<file path="src/rtl/cla_word_sequencer.sv">
// cla_word_sequencer: wide adder built by stepping a shared 4-bit CLA nibble by nibble.
// Optional macro CLA_RECHECK_EN adds recompute-and-compare with bounded retry.
module cla_word_sequencer #(
  parameter int NIBBLES   = 4,
  parameter int MAX_RETRY = 2
) (
  input  logic                   clk,
  input  logic                   rst,
  input  logic                   in_valid,
  output logic                   in_ready,
  input  logic [4*NIBBLES-1:0]   op_a,
  input  logic [4*NIBBLES-1:0]   op_b,
  input  logic                   op_cin,
  output logic                   out_valid,
  input  logic                   out_ready,
  output logic [4*NIBBLES-1:0]   sum,
  output logic                   cout,
  output logic                   err,
  output logic                   busy,
  output logic [3:0]             cla_a,
  output logic [3:0]             cla_b,
  output logic                   cla_cin,
  input  logic [3:0]             cla_sum,
  input  logic                   cla_cout
);

  localparam int WIDTH = 4 * NIBBLES;
  localparam int IW    = $clog2(NIBBLES);
  localparam logic [IW-1:0] LAST = IW'(NIBBLES - 1);

`ifdef CLA_RECHECK_EN
  localparam int RW = $clog2(MAX_RETRY + 2);
  localparam logic [RW-1:0] RMAX = RW'(MAX_RETRY);

  typedef enum logic [1:0] {
    S_IDLE  = 2'd0,
    S_CALC  = 2'd1,
    S_CHECK = 2'd2,
    S_DONE  = 2'd3
  } state_t;
`else
  typedef enum logic [1:0] {
    S_IDLE = 2'd0,
    S_CALC = 2'd1,
    S_DONE = 2'd3
  } state_t;
`endif

  state_t r_state;
  state_t w_next;

  logic [WIDTH-1:0] r_a;
  logic [WIDTH-1:0] r_b;
  logic             r_cin0;
  logic [IW-1:0]    r_idx;
  logic             r_carry;
  logic [WIDTH-1:0] r_sum;
  logic             r_cout;

  logic             w_accept;
  logic             w_commit;
  logic             w_active;
  logic             w_last;
  logic [3:0]       w_nib_a;
  logic [3:0]       w_nib_b;

`ifdef CLA_RECHECK_EN
  logic             r_err;
  logic [3:0]       r_sh_sum;
  logic             r_sh_cout;
  logic [RW-1:0]    r_retry;
  logic             w_capture;
  logic             w_retry;
  logic             w_abort;
  logic             w_match;
`endif

  assign w_nib_a = r_a[4*r_idx +: 4];
  assign w_nib_b = r_b[4*r_idx +: 4];
  assign w_last  = (r_idx == LAST);

`ifdef CLA_RECHECK_EN
  assign w_active = (r_state == S_CALC) || (r_state == S_CHECK);
  assign w_match  = (cla_sum == r_sh_sum) && (cla_cout == r_sh_cout);
`else
  assign w_active = (r_state == S_CALC);
`endif

  // The CLA only sees operand bits while a nibble is in flight.
  assign cla_a   = w_active ? w_nib_a : 4'h0;
  assign cla_b   = w_active ? w_nib_b : 4'h0;
  assign cla_cin = w_active && ((r_idx == '0) ? r_cin0 : r_carry);

  assign in_ready  = (r_state == S_IDLE);
  assign busy      = (r_state != S_IDLE);
  assign out_valid = (r_state == S_DONE);
  assign sum       = r_sum;
  assign cout      = r_cout;

`ifdef CLA_RECHECK_EN
  assign err = r_err;
`else
  assign err = 1'b0;
  logic w_unused;
  assign w_unused = (MAX_RETRY > 0);
`endif

  // State register.
  always_ff @(posedge clk) begin
    if (rst) r_state <= S_IDLE;
    else     r_state <= w_next;
  end

  // Next-state and per-cycle datapath strobes.
  always_comb begin
    w_next   = r_state;
    w_accept = 1'b0;
    w_commit = 1'b0;
`ifdef CLA_RECHECK_EN
    w_capture = 1'b0;
    w_retry   = 1'b0;
    w_abort   = 1'b0;
`endif
    unique case (r_state)
      S_IDLE: begin
        if (in_valid) begin
          w_accept = 1'b1;
          w_next   = S_CALC;
        end
      end
`ifdef CLA_RECHECK_EN
      S_CALC: begin
        w_capture = 1'b1;
        w_next    = S_CHECK;
      end
      S_CHECK: begin
        if (w_match) begin
          w_commit = 1'b1;
          w_next   = w_last ? S_DONE : S_CALC;
        end else if (r_retry == RMAX) begin
          w_abort = 1'b1;
          w_next  = S_DONE;
        end else begin
          w_retry = 1'b1;
          w_next  = S_CALC;
        end
      end
`else
      S_CALC: begin
        w_commit = 1'b1;
        if (w_last) w_next = S_DONE;
      end
`endif
      S_DONE: begin
        if (out_ready) w_next = S_IDLE;
      end
      default: w_next = S_IDLE;
    endcase
  end

  // Operand latch, nibble walk, carry chain and result assembly.
  always_ff @(posedge clk) begin
    if (rst) begin
      r_a     <= '0;
      r_b     <= '0;
      r_cin0  <= 1'b0;
      r_idx   <= '0;
      r_carry <= 1'b0;
      r_sum   <= '0;
      r_cout  <= 1'b0;
    end else begin
      if (w_accept) begin
        r_a     <= op_a;
        r_b     <= op_b;
        r_cin0  <= op_cin;
        r_idx   <= '0;
        r_carry <= 1'b0;
        r_sum   <= '0;
        r_cout  <= 1'b0;
      end
      if (w_commit) begin
        r_sum[4*r_idx +: 4] <= cla_sum;
        r_carry             <= cla_cout;
        if (w_last) r_cout <= cla_cout;
        else        r_idx  <= r_idx + 1'b1;
      end
`ifdef CLA_RECHECK_EN
      // An exhausted retry budget yields a zeroed result.
      if (w_abort) begin
        r_sum  <= '0;
        r_cout <= 1'b0;
      end
`endif
    end
  end

`ifdef CLA_RECHECK_EN
  // Shadow copy, retry budget and abort flag for temporal checking.
  always_ff @(posedge clk) begin
    if (rst) begin
      r_sh_sum  <= 4'h0;
      r_sh_cout <= 1'b0;
      r_retry   <= '0;
      r_err     <= 1'b0;
    end else begin
      if (w_accept) begin
        r_retry <= '0;
        r_err   <= 1'b0;
      end
      if (w_capture) begin
        r_sh_sum  <= cla_sum;
        r_sh_cout <= cla_cout;
      end
      if (w_commit) r_retry <= '0;
      if (w_retry)  r_retry <= r_retry + 1'b1;
      if (w_abort)  r_err   <= 1'b1;
    end
  end
`endif

endmodule

</file>
<file path="config.mk">
export PLATFORM = sky130hd
export DESIGN_NAME = cla_word_sequencer
export DESIGN_NICKNAME = d
export VERILOG_FILES = /design/src/rtl/cla_word_sequencer.sv
export SDC_FILE = /design/constraint.sdc
export NUM_CORES = 1
export LEC_CHECK = 0
export ABC_AREA = 1
export BUFFER_PORTS_ARGS = -buffer_cell sky130_fd_sc_hd__buf_2
export CORE_MARGIN = 1.5
export CORE_UTILIZATION = 49
export CTS_BUF_LIST = sky130_fd_sc_hd__clkbuf_8
export DETAILED_ROUTE_END_ITERATION = 8
export PLACE_DENSITY_LB_ADDON = 0.05
export SLEW_MARGIN = 20
export SYNTH_ARGS = -nofsm -noshare
export SYNTH_HDL_FRONTEND = slang
export SYNTH_SLANG_ARGS = --single-unit
</file>
<file path="constraint.sdc">
create_clock -name clk -period 1.5 [get_ports clk]
set_clock_uncertainty 0.05 [all_clocks]
set_input_delay 0.225 -clock clk [delete_from_list [all_inputs] [get_ports clk]]
set_output_delay 0.225 -clock clk [all_outputs]
set_load 0.01 [all_outputs]
</file>
==> results.md, run 1 <==
- Fin crit share: 1.11
- Drt drc: 0
- Width of the die: 75.3 um
- Final wirelength: 6310 um
- WP data required: 1220 ps
- # hold bufs at CTS: 0
- Nets: 487
- Top cell type's share of synthesized area: 0.429
- Yosys warns: 0
- Fin crit period: 1660 ps
- Pre-Repair DR Iteration Count: 4
- Cell count after synthesis: 364
- FF-to-FF path depth: 8
- Initial core utilization: 0.505
- RePlAce Congestion: 0.849
- Final hold violations: 0
- Final std cells w/o fill: 510
- Worst Path Arrival: 1380 ps
- Top post-synthesis cells by area: dfxtp_1 (43%), nor2_1 (15%), o21ai_0 (7.8%), a21oi_1 (7.6%), nand2_1 (7.3%)
- Clk_lat worst skew: 310 ps
- PnR worst setup slack: -159 ps
- Number of global-route vias before repair: 2047
- Final Cell Area: 0.00324 mm2
- IO Pins: 72
- Reg2Reg Capture Point: sum[15]
- CTS H-tree depth: 2
- Critical path type: reg -> out
- Die area: 0.00567 mm2
- Synth area leader: dfxtp_1
- Worst Setup Start Kind: flop
- HPWL after detailed placement: 4310 um
- Area delta synth->final: 26.5%
- Worst Hold Slack: 95.0 ps
- Dpl cell area: 0.00299 mm2
- Worst hold stages: 3
- Register area share after synthesis: 0.429
- Clock Root Buffer: clkbuf_8
- VDD IR max: 0.468 mV
- Post-synth EDFFs: 0
- Post-synth top cells: nor2_1 (100), dfxtp_1 (55), nand2_1 (50), o21ai_0 (40), a21oi_1 (39)
- Layout cell share with drive strength beyond 1: 0.293
- IO Port Bufs: 70
- Post-synthesis register bit count: 55
- Clock Path Buffers: 2
- Largest net degree at the start of global routing: 38
- Top-count cell post-synth: nor2_1
- Final setup vio count: 17
- Ant. Diodes: 0
- First-pass GRT wire length: 9540 um
- Site Rows: 26
- Filler cells: 495
- Layout Utilization: 0.639
- Fraction of registers with async set or reset after synthesis: 0
- Die Y: 75.3 um
- Outcome: finished, violations left
- Mapped Nets: 412
- P_leak: 1.42 nW
- Synth unique cells: 22
- FMAX: 603 MHz
- Hold path endpoint: r_b[15]
- Clock Sinks: 55
- CP Capture Type: output pin
- Hold_sp: op_b[15]
- R2R Setup Slk: -60 ps
- Final antenna-violating net count: 0
- TritonCTS buffer count: 5
- R2r startpoint: r_idx[1]
- Crit Path Max Fanout: 6
- DR vias: 2553
- Post-Syn Area: 0.00256 mm2
- CTS tree: yes
- Via density per instance: 5.01
- RSZ-0062 raised after global routing: yes
- Post-DR wirelength/cell: 12.4 um
- Clock slew at reported path FFs: 90 ps
- Slew Limit Fails: 0
- Post-synthesis average cell area: 7.04 um2
- MaxCap Viol Count: 0
- Post-synth top flop: dfxtp_1
- Min-delay worst type: in -> reg
- Initial DRC count: 201
- Failing checks: negative setup slack
- Number of antenna violations at the first check in global routing: 0
- GRT Total Usage: 0.218
- Placed cells: 499
- Overflow after GRT: 0
- Core Footprint: 0.00507 mm2
- PD cells: 952 mW/mm2
-- cells in the final DEF (no fill, tap or decap) --
cell | netlist | routed
buf_8 | 0 | 2
dfxtp_1 | 55 | 53
buf_2 | 4 | 70
inv_2 | 1 | 1
nand2_8 | 1 | 1
nand2_2 | 0 | 1
clkinv_4 | 1 | 3
nand3_1 | 22 | 21
buf_4 | 2 | 13
clkinv_2 | 1 | 1
inv_1 | 16 | 15
or2_2 | 1 | 1
nand2_1 | 50 | 49
o21ai_0 | 40 | 34
conb_1 | 1 | 1
o21ai_1 | 5 | 10
nor2_2 | 2 | 7
o21ai_2 | 0 | 1
nor2_1 | 100 | 89
buf_12 | 0 | 2
a21oi_1 | 39 | 34
dfxtp_4 | 0 | 1
ha_1 | 6 | 5
nand3_2 | 0 | 1
inv_4 | 0 | 2
clkbuf_8 | 0 | 6
buf_6 | 9 | 2
ha_4 | 0 | 1
a21oi_2 | 0 | 5
nor2_4 | 1 | 7
dfxtp_2 | 0 | 1
-- worst max-delay path by stage --
stage / startpoint / cells after the start / slack [ps] / end
after detailed placement: r_idx[0] / 6 / 30 / sum[3]
after global routing: r_idx[0] / 6 / -220 / cla_b[1]
final: r_idx[0] / 6 / -160 / cla_b[0]
after floorplan: r_idx[1] / 8 / 7 / sum[12]
after CTS: r_idx[0] / 6 / -160 / cla_b[0]
after global placement: r_idx[0] / 6 / 110 / sum[7]
-- power by group --
group / switching [W] / internal (W)
logic: 0.000380 / 0.000258
registers: 0.0000498 / 0.00154
clock network: 0.000482 / 0.000373
total: 0.000912 / 0.00217
-- state kept, by name, summed over array words and instances, names as in the netlist --
register and flops:
r_a 16, r_b 16, r_cin0 1, cout 1, r_state 2, r_idx 2, r_carry 1, sum 16
-- metrics by stage --
step                TNS (ps)  setup WS (ps)  total power (W)
global route           -3020           -220          0.00324
finish                 -1440           -159          0.00309
CTS                    -1180           -158          0.00305
global placement           0            105          0.00217
detailed placement         0           30.7          0.00218
floorplan                  0           7.05          0.00200
-- layout make-up --
| type | instances | area (um2) | share of cell area |
|---|---|---|---|
| Clock buffer | 6 | 82.6 | 0.0255 |
| Clock inverter | 2 | 12.5 | 0.00386 |
| Inverter | 20 | 91.3 | 0.0282 |
| Multi-Input combinational cell | 268 | 1320 | 0.408 |
| Sequential cell | 55 | 1110 | 0.341 |
| Tap cell | 70 | 87.6 | 0.0270 |
| Timing Repair Buffer | 89 | 541 | 0.167 |
-- what timing repair did --
action	in CTS	in global routing
gates cloned	1	0
pin swaps	6	12
gates resized for setup	18	28
setup buffers	1	1
endpoints found under the setup margin	9	25
-- critical path, cell delays in order, from the launching register on --
cell,delay (ps)
dfxtp_4,410
buf_6,150
nor2_2,40
nor2_1,90
nand2_1,70
a21oi_2,170
buf_2,150
-- kinds of logic (layout without fill, tap and decap cells) --
family / after synthesis / in the layout / share of synthesized area
buf+inv: 41 / 117 / 0.0937
simple gates: 177 / 177 / 0.282
other cells: 1 / 1 / 0.00146
flops: 55 / 55 / 0.429
compound gates: 84 / 84 / 0.164
fa+ha+maj: 6 / 6 / 0.0293
-- layer usage --
| layer | GRT usage | vias up | wire [um] |
|---|---|---|---|
| met3 | 0.0450 | 7 | 382 |
| met1 | 0.317 | 1137 | 3110 |
| met5 | 0 | - | 0 |
| li1 | - | 1323 | - |
| met2 | 0.339 | 86 | 2760 |
| met4 | 0.0417 | 0 | 57 |
Power figures use the tool's default switching activity.
==> run 2: changes to the inputs <==
- SETUP_SLACK_MARGIN: unset -> 0.3
==> results.md, run 2 (synthesis gave the netlist of run 1 again) <==
- Power Total: 0.00377 W (was 0.00309 W)
- Filler cells: 277 (was 495)
- Commonest non-fill, non-tap cells in the layout: buf_2 (67), nor2_1 (62), dfxtp_1 (51) (was nor2_1 (89), buf_2 (70), dfxtp_1 (53))
- Failing checks: negative setup slack (unchanged)
- Clock slew at reported path FFs: 100 ps (was 90 ps)
- Nets: 516 (was 487)
- Clock share of power: 0.269 (was 0.277)
- VDD IR max: 0.678 mV (was 0.468 mV)
- PnR worst setup slack: -302 ps (was -159 ps)
- Initial core utilization: 0.505 (unchanged)
- Crit Path Max Fanout: 11 (was 6)
- Min-delay worst type: in -> reg (unchanged)
- Final wirelength: 9750 um (was 6310 um)
- RePlAce Congestion: 0.843 (was 0.849)
- First-pass GRT wire length: 12500 um (was 9540 um)
- P_leak: 1.74 nW (was 1.42 nW)
- Via density per instance: 5.65 (was 5.01)
- CP Buf/Inv Count: 2 (unchanged)
- Largest net degree at the start of global routing: 38 (unchanged)
- Core Footprint: 0.00507 mm2 (unchanged)
- Critical path type: reg -> out (unchanged)
- Worst Setup Start Kind: flop (unchanged)
- Die area: 0.00567 mm2 (unchanged)
- Busiest grt layer: met2 (unchanged)
- Post-DR wirelength/cell: 18.1 um (was 12.4 um)
- Slew Limit Fails: 0 (unchanged)
- CTS tree: yes (unchanged)
- IO Pins: 72 (unchanged)
- CP Capture Type: output pin (unchanged)
- Reg2Reg Capture Point: sum[11] (was sum[15])
- MaxCap Viol Count: 0 (unchanged)
- Final std cells w/o fill: 539 (was 510)
- Overflow after GRT: 0 (unchanged)
- Width of the die: 75.3 um (unchanged)
- CP delay by family, top: flip-flops (unchanged)
- Number of global-route vias before repair: 2565 (was 2047)
- Pre-Repair DR Iteration Count: 5 (was 4)
- Final setup vio count: 17 (unchanged)
- FMAX: 555 MHz (was 603 MHz)
- Fin crit period: 1800 ps (was 1660 ps)
- Outcome: finished, violations left (unchanged)
- Cells along the critical path: buf_8 > nor2_2 > nor2_1 > o21ai_1 > a21oi_2 > buf_2 (was buf_6 > nor2_2 > nor2_1 > nand2_1 > a21oi_2 > buf_2)
- Clock Root Buffer: clkbuf_8 (unchanged)
- IO Port Bufs: 70 (unchanged)
- Area delta synth->final: 66.4% (was 26.5%)
- Initial DRC count: 350 (was 201)
- Critical Path Start: r_idx[0] (unchanged)
- WP data required: 1220 ps (about the same)
- R2r startpoint: r_idx[0] (was r_idx[1])
- Setup TNS: -2220 ps (was -1440 ps)
- Register Area: 0.00111 mm2 (about the same)
- Final hold violations: 0 (unchanged)
- Placed cells: 490 (was 499)
- Sequential power share: 0.432 (was 0.516)
- Multi-input logic area: 0.00192 mm2 (was 0.00132 mm2)
- Die Y: 75.3 um (unchanged)
- Met3 GRT Util: 0.0661 (was 0.0450)
- Layout cell share with drive strength beyond 1: 0.561 (was 0.293)
- Combinational power share: 0.299 (was 0.207)
- Clock Path Buffers: 2 (unchanged)
- CP Capture Point: cla_b[1] (was cla_b[0])
- Clk_lat worst skew: 310 ps (about the same)
- Number of antenna violations at the first check in global routing: 0 (unchanged)
- RSZ-0062 raised after global routing: yes (unchanged)
- Ant. Diodes: 0 (unchanged)
- Drt drc: 0 (unchanged)
- CTS H-tree depth: 2 (unchanged)
- Slowest CP cell: dfxtp_4 (unchanged)
- HPWL after detailed placement: 4340 um (was 4310 um)
- CP peak stage delay: 400 ps (was 410 ps)
- Worst rel slew slack: 0.522
- Crit path depth: 6 (unchanged)
- Pint: 0.00252 W (was 0.00217 W)
- Final antenna-violating net count: 0 (unchanged)
- Fin crit share: 1.20 (was 1.11)
- PD cells: 883 mW/mm2 (was 952 mW/mm2)
- Psw: 0.00125 W (was 0.000912 W)
- Most common cell after layout, fill and taps aside: buf_2 (was nor2_1)
- Worst Hold Slack: 104 ps (was 95.0 ps)
- Met2 GRT Util: 0.453 (was 0.339)
- GR Util met1: 0.402 (was 0.317)
- Clock Sinks: 55 (unchanged)
- Site Rows: 26 (unchanged)
- Worst Path Arrival: 1530 ps (was 1380 ps)
- FF-to-FF path depth: 8 (unchanged)
- GRT Total Usage: 0.292 (was 0.218)
- DR vias: 3045 (was 2553)
- Layout Utilization: 0.841 (was 0.639)
- TritonCTS buffer count: 5 (unchanged)
- Sw frac: 0.331 (was 0.296)
- Slew @ Worst Pin: 717 ps
- R2R Setup Slk: -30 ps (was -60 ps)
[run 2: layer usage]
layer / wire length (um) / share of wire
met4: 362 / 0.037
met1: 4020 / 0.41
met5: 0 / 0
met3: 798 / 0.082
met2: 4570 / 0.47
[run 2: stage by stage]
step / setup WS, ps / area (um2)
6_report: -302 / 4270
3_3_place_gp: 68.3 / 3010
3_5_place_dp: 48.8 / 3010
5_1_grt: -330 / 4270
2_1_floorplan: 194 / 2700
4_1_cts: -168 / 3860
[run 2: worst min path at each step]
stage	startpoint	end	slack [ps]	depth (start not counted)
finish	op_b[12]	r_b[12]	100	3
global placement	r_b[4]	r_b[4]	390	2
CTS	op_b[10]	r_b[10]	90	3
detailed placement	r_b[4]	r_b[4]	400	2
global route	op_b[11]	r_b[11]	100	3
floorplan	op_a[15]	r_a[15]	320	2
[run 2: worst reg2reg max path: cells and delay by family, from the launching register on]
| family | cells | cell delay, ps |
|---|---|---|
| DFF | 1 | 400 |
| adders and majority gates | 1 | 310 |
| and+or+nand+nor | 3 | 300 |
| buffers and inverters | 3 | 280 |
| AOI/OAI and AO/OA | 1 | 120 |
[run 2: layout make-up]
class | instances | share of cell area
Clock buffer | 5 | 0.0161
Clock inverter | 3 | 0.0103
Inverter | 20 | 0.0311
Multi-Input combinational cell | 274 | 0.450
Sequential cell | 55 | 0.261
Tap cell | 70 | 0.0205
Timing Repair Buffer | 108 | 0.198
Timing Repair inverter | 4 | 0.0135
[run 2: what timing repair did]
action	CTS	global route
gates resized for setup	144	81
buffers inserted	24	6
hold endpoints to repair	0	0
endpoints found under the setup margin	64	67
hold buffers	0	0
pin swaps	44	39
cloned	9	2
[run 2: power groups by stage]
stage | logic (W) | registers, W | clock network, W
detailed placement | 0.000574 | 0.00163 | 0
floorplan | 0.000454 | 0.00161 | 0
global placement | 0.000563 | 0.00163 | 0
global route | 0.00120 | 0.00163 | 0.00106
finish | 0.00113 | 0.00163 | 0.00101
CTS | 0.000906 | 0.00161 | 0.00100
==> run 3: changes to the inputs <==
- PLACE_DENSITY: unset -> 0.79
- PLACE_DENSITY_LB_ADDON: 0.05 -> unset
- SETUP_SLACK_MARGIN: 0.3 -> unset
==> results.md, run 3 (synthesis gave the netlist of run 1 again) <==
- Final antenna-violating net count: 0 (unchanged)
- Final wirelength: 6280 um (was 9750 um)
- FMAX: 579 MHz (was 555 MHz)
- Combinational power share: 0.195 (was 0.299)
- Min-delay worst type: in -> reg (unchanged)
- Worst hold stages: 3 (unchanged)
- RePlAce Congestion: 0.803 (was 0.843)
- R2r startpoint: r_idx[1] (was r_idx[0])
- Die area: 0.00567 mm2 (unchanged)
- Sw frac: 0.277 (was 0.331)
- First-pass GRT wire length: 9430 um (was 12500 um)
- Crit Path Max Fanout: 12 (was 11)
- Layout cell share with drive strength beyond 1: 0.293 (was 0.561)
- Final hold violations: 0 (unchanged)
- Initial DRC count: 123 (was 350)
- Site Rows: 26 (unchanged)
- P_leak: 1.43 nW (was 1.74 nW)
- Fin crit share: 1.15 (was 1.20)
- Placed cells: 496 (was 490)
- Die Y: 75.3 um (unchanged)
- Critical Path Start: r_idx[0] (unchanged)
- GRT Total Usage: 0.218 (was 0.292)
- Layout Utilization: 0.645 (was 0.841)
- Failing checks: negative setup slack (unchanged)
- PnR worst setup slack: -227 ps (was -302 ps)
- Area delta synth->final: 27.7% (was 66.4%)
- MaxCap Viol Count: 0 (unchanged)
- Clock Path Buffers: 2 (unchanged)
- Filler cells: 454 (was 277)
- PD cells: 990 mW/mm2 (was 883 mW/mm2)
- Nets: 487 (was 516)
- HPWL after detailed placement: 4080 um (was 4340 um)
- Number of global-route vias before repair: 2147 (was 2565)
- Hold path endpoint: r_b[15] (was r_b[12])
- Clock Root Buffer: clkbuf_8 (unchanged)
- Pre-Repair DR Iteration Count: 4 (was 5)
- Critical path type: reg -> out (unchanged)
- IO Port Bufs: 70 (unchanged)
- Clock share of power: 0.314 (was 0.269)
- Initial core utilization: 0.505 (unchanged)
- R2R Setup Slk: -10 ps (was -30 ps)
- Core Footprint: 0.00507 mm2 (unchanged)
- Hold_sp: op_b[15] (was op_b[12])
- Clock slew at reported path FFs: 100 ps (about the same)
- # hold bufs at CTS: 0 (unchanged)
- Fin crit period: 1730 ps (was 1800 ps)
- Ant. Diodes: 0 (unchanged)
- DR vias: 2516 (was 3045)
- Width of the die: 75.3 um (unchanged)
- Sequential power share: 0.491 (was 0.432)
- CTS H-tree depth: 2 (unchanged)
- WP data required: 1220 ps (about the same)
- CP Capture Type: output pin (unchanged)
- Largest net degree at the start of global routing: 42 (was 38)
- Commonest non-fill, non-tap cells in the layout: nor2_1 (94), buf_2 (70), dfxtp_1 (52) (was buf_2 (67), nor2_1 (62), dfxtp_1 (51))
- Psw: 0.000897 W (was 0.00125 W)
- Final std cells w/o fill: 510 (was 539)
- IO Pins: 72 (unchanged)
- Clk_lat worst skew: 310 ps (about the same)
- CTS tree: yes (unchanged)
- VDD IR max: 0.585 mV (was 0.678 mV)
- Slew Limit Fails: 0 (unchanged)
- Reg2Reg Capture Point: sum[6] (was sum[11])
- Worst Setup Start Kind: flop (unchanged)
- Post-DR wirelength/cell: 12.3 um (was 18.1 um)
- Most common cell after layout, fill and taps aside: nor2_1 (was buf_2)
- FF-to-FF path depth: 7 (was 8)
- Via density per instance: 4.93 (was 5.65)
- RSZ-0062 raised after global routing: yes (unchanged)
- Pint: 0.00234 W (was 0.00252 W)
- Worst Path Arrival: 1450 ps (was 1530 ps)
- Clock Sinks: 55 (unchanged)
- Drt drc: 0 (unchanged)
- Number of antenna violations at the first check in global routing: 0 (unchanged)
- Final setup vio count: 10 (was 17)
- Outcome: finished, violations left (unchanged)
- Overflow after GRT: 0 (unchanged)
- TritonCTS buffer count: 5 (unchanged)
## run 3: cell types whose count changed in the layout (fill, tap and decap cells not counted), moves of 5 or more
| cell | before | now |
|---|---|---|
| nand2_1 | 36 | 48 |
| o21ai_2 | 26 | 0 |
| nor2_2 | 18 | 2 |
| nand2_2 | 10 | 1 |
| a21oi_2 | 28 | 3 |
| a21oi_1 | 10 | 36 |
| nand2_8 | 6 | 1 |
| buf_12 | 7 | 1 |
| nor2_1 | 62 | 94 |
| buf_6 | 19 | 2 |
| o21ai_0 | 3 | 33 |
| nor2_4 | 23 | 7 |
## run 3: worst max path at each step
stage                     endpoint  slack (ps)  cells past startpoint
after global placement     cla_cin          90                      4
after detailed placement  cla_b[1]          60                      4
after CTS                  cla_cin        -130                      5
after global routing      cla_b[2]        -280                      6
after floorplan            sum[12]           7                      8
final                     cla_b[2]        -230                      6
## run 3: cell type report
| class | count | area [um2] | area share |
|---|---|---|---|
| clock buffers | 6 | 82.6 | 0.0252 |
| clock inverters | 2 | 35.0 | 0.0107 |
| inverters | 20 | 86.3 | 0.0264 |
| multi-input cells | 268 | 1320 | 0.404 |
| flip-flops and latches | 55 | 1110 | 0.340 |
| well taps | 70 | 87.6 | 0.0268 |
| repair buffers | 89 | 548 | 0.167 |
## run 3: through the flow
step / TNS, ps / area (um2) / hold slack [ps] / setup slack, ps / power (W)
after global routing: -3060 / 3270 / 104 / -277 / 0.00339
final: -1240 / 3270 / 87.8 / -227 / 0.00324
after global placement: 0 / 2950 / 391 / 86.6 / 0.00214
after CTS: -991 / 3140 / 91.2 / -126 / 0.00318
after floorplan: 0 / 2570 / 320 / 7.05 / 0.00200
after detailed placement: 0 / 2950 / 398 / 56.7 / 0.00216
## run 3: timing repair
action / CTS / global route
pin swaps: 3 / 10
resized for setup: 19 / 27
cloned: 1 / 2
setup endpoints to repair: 9 / 26
setup buffers: 3 / 0
## run 3: metal layers
metal	vias to the layer above	wire [um]	global-route usage
met1	1133	2840	0.284
met5	-	0	0
met2	64	3070	0.365
li1	1313	-	-
met4	0	57	0.0595
met3	6	314	0.0489
## run 3: critical path, cell delays in order (launching register included)
cell and delay (ps):
dfxtp_4 420, clkbuf_16 170, nor2_1 40, nor2_1 110, nand2_1 90, a21oi_1 150
buf_2 150
## run 3: power groups by stage
stage	logic [W]	clock network, W	registers [W]
after floorplan	0.000391	0	0.00161
after global placement	0.000532	0	0.00161
after detailed placement	0.000539	0	0.00162
after CTS	0.000572	0.00102	0.00159
after global routing	0.000712	0.00107	0.00160
final	0.000632	0.00102	0.00159
